--- src/rtl/audio_volume_ramp.sv ---
// audio_volume_ramp: multi-channel volume stage with -1.5 dB/step attenuation, per-channel mute and gain slew.
// Latency: frame accepted in cycle 0, one channel per cycle in CALC, out_valid in cycle CHANNELS+1.
// Backpressure: in_ready only in IDLE; OUT holds out_data/out_valid until out_ready, no input accepted meanwhile.
//
// Optional feature macro: VOLUME_RAMP_EN (defined = gain slews by at most RAMP_STEP per frame,
// undefined = gain jumps straight to target on every accepted frame).
//
// Ports:
//   clk, rst            single clock, synchronous active-high reset
//   in_valid/in_ready   input frame handshake; in_data packs channel c at [c*DATA_W +: DATA_W]
//   atten, mute         per-channel controls, sampled only when a frame is accepted
//   out_valid/out_ready output frame handshake; out_data uses the same packing as in_data

module audio_volume_ramp #(
    parameter int CHANNELS  = 2,
    parameter int DATA_W    = 16,
    parameter int ATTEN_W   = 6,
    parameter int RAMP_STEP = 256
) (
    input  logic                         clk,
    input  logic                         rst,
    input  logic                         in_valid,
    output logic                         in_ready,
    input  logic [CHANNELS*DATA_W-1:0]   in_data,
    input  logic [CHANNELS*ATTEN_W-1:0]  atten,
    input  logic [CHANNELS-1:0]          mute,
    output logic                         out_valid,
    input  logic                         out_ready,
    output logic [CHANNELS*DATA_W-1:0]   out_data
);

    localparam int LUT_D = 1 << ATTEN_W;
    localparam int CNT_W = (CHANNELS > 1) ? $clog2(CHANNELS) : 1;
    localparam logic [CNT_W-1:0] LAST_CH = CNT_W'(CHANNELS - 1);

    localparam logic [1:0] S_IDLE = 2'd0;
    localparam logic [1:0] S_CALC = 2'd1;
    localparam logic [1:0] S_OUT  = 2'd2;

    // Parameter sanity check at elaboration.
    if (CHANNELS < 1 || CHANNELS > 8 || RAMP_STEP < 1 || RAMP_STEP > 32768) begin : g_bad_cfg
        $error("audio_volume_ramp: CHANNELS or RAMP_STEP out of range");
    end

    // Gain for attenuation code idx: repeated multiply by 27553/32768 (~ -1.5 dB),
    // floored at each step so the table matches the integer recurrence exactly.
    function automatic logic [16:0] gain_at(input int idx);
        logic [33:0] g;
        g = 34'd32768;
        for (int i = 0; i < idx; i++) begin
            g = (g * 34'd27553) >> 15;
        end
        return g[16:0];
    endfunction

    logic [16:0] gain_lut [LUT_D];
    for (genvar i = 0; i < LUT_D; i++) begin : g_lut
        assign gain_lut[i] = gain_at(i);
    end

    // State and frame registers
    logic [1:0]                state_q, state_d;
    logic [CNT_W-1:0]          cnt_q;
    logic signed [DATA_W-1:0]  samp_q  [CHANNELS];
    logic [ATTEN_W-1:0]        atten_q [CHANNELS];
    logic [CHANNELS-1:0]       mute_q;
    logic [16:0]               cur_q   [CHANNELS];
    logic [DATA_W-1:0]         out_q   [CHANNELS];

    // Datapath for the channel selected by cnt_q (one shared multiplier)
    logic signed [DATA_W-1:0]  samp_sel;
    logic [16:0]               cur_sel;
    logic [16:0]               target;
    logic [16:0]               cur_new;
    logic signed [DATA_W+17:0] mul_a;
    logic signed [DATA_W+17:0] mul_b;
    logic signed [DATA_W+17:0] prod;
    logic [DATA_W-1:0]         out_new;

`ifdef VOLUME_RAMP_EN
    localparam logic signed [18:0] STEP = 19'(RAMP_STEP);
    logic signed [18:0] diff;
`endif

    always_comb begin
        samp_sel = samp_q[cnt_q];
        cur_sel  = cur_q[cnt_q];
        target   = mute_q[cnt_q] ? 17'd0 : gain_lut[atten_q[cnt_q]];
`ifdef VOLUME_RAMP_EN
        // Only step when strictly farther than STEP away; otherwise land on target,
        // so the gain can neither overshoot nor leave 0..32768.
        diff = $signed({2'b00, target}) - $signed({2'b00, cur_sel});
        if (diff > STEP) begin
            cur_new = cur_sel + 17'(RAMP_STEP);
        end else if (diff < -STEP) begin
            cur_new = cur_sel - 17'(RAMP_STEP);
        end else begin
            cur_new = target;
        end
`else
        cur_new = target;
`endif
        // Signed sample times unsigned gain; gain is zero-extended so it stays positive.
        mul_a   = {{18{samp_sel[DATA_W-1]}}, samp_sel};
        mul_b   = $signed({{(DATA_W + 1){1'b0}}, cur_new});
        prod    = mul_a * mul_b;
        // Arithmetic shift floors toward -inf; gain <= 1.0 so truncation cannot overflow.
        out_new = DATA_W'(prod >>> 15);
    end

    // Next state
    always_comb begin
        state_d = state_q;
        case (state_q)
            S_IDLE:  if (in_valid) state_d = S_CALC;
            S_CALC:  if (cnt_q == LAST_CH) state_d = S_OUT;
            S_OUT:   if (out_ready) state_d = S_IDLE;
            default: state_d = S_IDLE;
        endcase
    end

    always_ff @(posedge clk) begin
        if (rst) begin
            state_q <= S_IDLE;
            cnt_q   <= '0;
            mute_q  <= '0;
            for (int c = 0; c < CHANNELS; c++) begin
                samp_q[c]  <= '0;
                atten_q[c] <= '0;
                cur_q[c]   <= '0;
                out_q[c]   <= '0;
            end
        end else begin
            state_q <= state_d;
            case (state_q)
                S_IDLE: begin
                    if (in_valid) begin
                        cnt_q  <= '0;
                        mute_q <= mute;
                        for (int c = 0; c < CHANNELS; c++) begin
                            samp_q[c]  <= in_data[c*DATA_W +: DATA_W];
                            atten_q[c] <= atten[c*ATTEN_W +: ATTEN_W];
                        end
                    end
                end
                S_CALC: begin
                    cur_q[cnt_q] <= cur_new;
                    out_q[cnt_q] <= out_new;
                    if (cnt_q != LAST_CH) begin
                        cnt_q <= cnt_q + CNT_W'(1);
                    end
                end
                default: ;
            endcase
        end
    end

    assign in_ready  = (state_q == S_IDLE);
    assign out_valid = (state_q == S_OUT);

    always_comb begin
        out_data = '0;
        for (int c = 0; c < CHANNELS; c++) begin
            out_data[c*DATA_W +: DATA_W] = out_q[c];
        end
    end

endmodule

--- config.mk ---
export PLATFORM = sky130hd
export DESIGN_NAME = audio_volume_ramp
export DESIGN_NICKNAME = d
export VERILOG_FILES = /design/src/rtl/audio_volume_ramp.sv
export SDC_FILE = /design/constraint.sdc
export NUM_CORES = 1
export LEC_CHECK = 0
export ABC_AREA = 1
export CAP_MARGIN = 20
export CELL_PAD_IN_SITES_DETAIL_PLACEMENT = 0
export CELL_PAD_IN_SITES_GLOBAL_PLACEMENT = 1
export CORE_AREA = 2 2 177 179
export DETAILED_ROUTE_END_ITERATION = 12
export DIE_AREA = 0 0 179 181
export PLACE_DENSITY = 0.83
export REMOVE_ABC_BUFFERS = 1
export SLEW_MARGIN = 5
export SYNTH_ARGS = -nofsm -noshare
export SYNTH_HDL_FRONTEND = slang
export SYNTH_SLANG_ARGS = --single-unit
--- constraint.sdc ---
create_clock -name clk -period 6.46 [get_ports clk]
set_input_delay 1.292 -clock clk [delete_from_list [all_inputs] [get_ports clk]]
set_output_delay 1.292 -clock clk [all_outputs]
set_load 0.01 [all_outputs]
==> metrics.md <==
| Metric | Value |
|---|---|
| Status | complete, but fails checks |
| Failing checks | negative setup slack |
| Site row count | 64 |
| Critical Path RT | 6.55 ns |
| GRT Util Overall | 24.0% |
| First-pass GRT wire length | 59.8 mm |
| Vias/cell | 4.92 |
| EDFF count, synth | 76 |
| Worst-path fanout max | 7 |
| Max_slew headroom | 45.4% |
| Pre-Repair DR Iteration Count | 5 |
| Area Growth Syn to Fin | 39.0% |
| Drt wl/cell | 16.2 µm |
| Share of cells above drive strength 1 | 30.0% |
| Reg area | 2410 µm² |
| Top cell type's share of synthesized area | 30.7% |
| Synth Area in XOR/XNOR | 1.04% |
| Cell Count, Final, Fillers Out | 2,290 |
| Starting Density | 41.5% |
| Vias | 11,300 |
| DP HPWL | 30.0 mm |
| ANT cells | 0 |
| Ys Warns | 0 |
| Setup TNS | -2.07 ns |
| Worst-skew pair later-pin latency | 0.36 ns |
| Register bit total from synthesis | 82 |
| Async set or reset register ratio after synthesis | 0% |
| CTS Hold Bufs | 0 |
| Netlist cell types | 45 |
| RSZ-0062 raised after global routing | yes |
| Worst Skew | 0.00798 ns |
| Die area | 32,400 µm² |
| Critical-path top delay cell | fa_1 |
| Slowest stage delay, CP | 0.53 ns |
| Hold Violations, Final | 0 |
| Clk buf depth | 2 |
| Root Buffer | clkbuf_16 |
| H-tree Lvls | 3 |
| Post-Synth Simple-Gate Area | 20.0% |
| Startpoint type of the worst setup path | register |
| CP most frequent cell | fa_1 |
| Worst Hold Class | register to register |
| Core area | 30,300 µm² |
| Top Usage Layer GRT | met2 |
| Die width | 179 µm |
| Final WS setup | -0.171 ns |
| Peak Freq | 151 MHz |
| Synth Instances | 1,560 |
| Die height | 181 µm |
| CTS tree | done |
| Largest net degree at the start of global routing | 48 |
| Number of global-route vias before repair | 11,800 |
| Mapped cell area | 12,600 µm² |
| Met2 GRT Util | 40.4% |
| Post-synth top flop | edfxtp_1 |
| M3 GR Usage | 3.26% |
| Most common cell after layout, fill and taps aside | inv_1 |
| Fin nets | 2,245 |
| GP Congestion | 0.920 |
| Number of CTS-inserted buffers | 9 |
| Worst-path clk slew | 0.06 ns |
| 1st-iter DRT viols | 636 |
| IO Port Bufs | 83 |
| Residual DRC | 0 |
| Ports | 84 |
| CP arrival | 6.72 ns |
| Period minus WS final | 6.63 ns |
| Most frequent cells in the layout | inv_1 (325), nand2_1 (252), buf_4 (223) |
| Tightest Pin Transition | 0.818 ns |
| Initial antenna violation count | 0 |
| Setup violators final | 24 |
| FILL cells | 2,683 |
| Grt total ovfl | 0 |
| Area of the multi-input gates | 9800 µm² |
| Mux contribution to synthesized area | 0% |
| Fin crit share | 103% |
| DRT antenna net count | 0 |
| Main area contributors after synthesis | fa_1 (31%), edfxtp_1 (18%), ha_1 (11%), inv_1 (11%), nand2_1 (9.2%) |
| Hold path depth | 3 |
| Syn_area_per_cell | 8.08 µm² |
| Synth area leader | fa_1 |
| Critical path start-end classification | register to register |
| Number of clock sinks | 82 |
| DRT Wirelength | 37.1 mm |
| Post-Synth Adder-Cell Area | 41.9% |
| Main combinational cell family by area after synthesis | adder cells |
| Compound-Gate Fraction of Synth Area | 5.53% |
| Max cap viols | 0 |
| Sequential area share after synthesis | 19.1% |
| GR Util met1 | 31.2% |
| Slew Limit Fails | 0 |
| R2r worst-path depth | 33 |
| Placed cells | 2,228 |
| Worst setup EP type | register |
-- sequential cells by signal, indices dropped and copies added (netlist names), named ones only --
register  cells
out_q        32
samp_q       32
atten_q      12
mute_q        2
state_q       2
cnt_q         1
-- kinds of logic (layout without fill, tap and decap cells) --
kind of cell | count (synthesis) | count (layout)
fa+ha+maj | 306 | 306
compound gates | 123 | 123
simple gates | 625 | 626
xor+xnor | 15 | 15
buf+inv | 409 | 742
flops | 82 | 82
-- path summary, 6_finish.rpt --
kind             start          end  slack, ns
max           register  out_q[1][5]      -0.17
min          mute_q[1]    mute_q[1]       0.56
max reg2reg   register  out_q[1][5]      -0.17
min reg2reg  mute_q[1]    mute_q[1]       0.56
-- what timing repair did --
| action | CTS | global route |
|---|---|---|
| buffers inserted | 30 | 16 |
| gates resized for setup | 256 | 120 |
| pin swaps | 89 | 79 |
| endpoints found under the setup margin | 32 | 32 |
| gates cloned | 2 | 0 |
-- through the flow --
step / setup WS [ns] / hold WS (ns) / area [µm²] / util [%]
after global routing: -0.382 / 0.582 / 17500 / 57.7
after CTS: -0.0703 / 0.559 / 16900 / 55.8
after global placement: -0.491 / 0.547 / 15500 / 51.1
after detailed placement: -0.520 / 0.546 / 15500 / 51.1
after floorplan: -1.00 / 0.449 / 12400 / -
final: -0.171 / 0.560 / 17500 / 57.7
-- metal layers --
| metal | vias to the layer above | part of all wire (%) | wire [µm] |
|---|---|---|---|
| li1 | 5350 | - | - |
| met1 | 5537 | 42 | 15600 |
| met2 | 311 | 49 | 18300 |
| met3 | 72 | 5.0 | 1850 |
| met4 | 0 | 3.6 | 1330 |
| met5 | - | 0 | 0 |
-- critical path: cells and delay by family, from the launching register on --
| family | cells | cell delay [ns] |
|---|---|---|
| simple gates | 7 | 0.66 |
| compound gates | 5 | 0.71 |
| fa+ha+maj | 7 | 3.05 |
| xor+xnor | 1 | 0.15 |
| flops | 1 | 0.39 |
| buf+inv | 13 | 1.41 |
-- Yosys cell counts (2+ instances only) --
library cell,instances
a21oi_1,43
a31oi_1,3
buf_1,3
buf_6,5
clkbuf_1,22
clkinv_1,7
dfxtp_1,6
edfxtp_1,76
fa_1,193
ha_1,113
inv_1,365
inv_2,6
nand2_1,310
nand2_2,16
nand3_1,27
nand3_2,2
nand3b_1,2
nand4_1,3
nor2_1,245
nor2_4,3
nor3_1,11
o211ai_1,5
o21a_1,7
o21ai_0,41
o21ai_1,10
o21ai_2,2
o221ai_1,2
o22ai_1,2
xnor2_1,10
xor2_1,5
-- layout make-up --
| type | count | area share (%) |
|---|---|---|
| repair inverters | 1 | 0.0429 |
| repair buffers | 347 | 17.4 |
| multi-input cells | 1070 | 56.0 |
| inverters | 378 | 8.34 |
| well taps | 396 | 2.83 |
| clock inverters | 4 | 0.300 |
| flip-flops and latches | 82 | 13.7 |
| clock buffers | 12 | 1.41 |
Power is left out: the tool's default activity adds up to more than one toggle a clock period on the data nets, which glitch-free logic cannot reach.
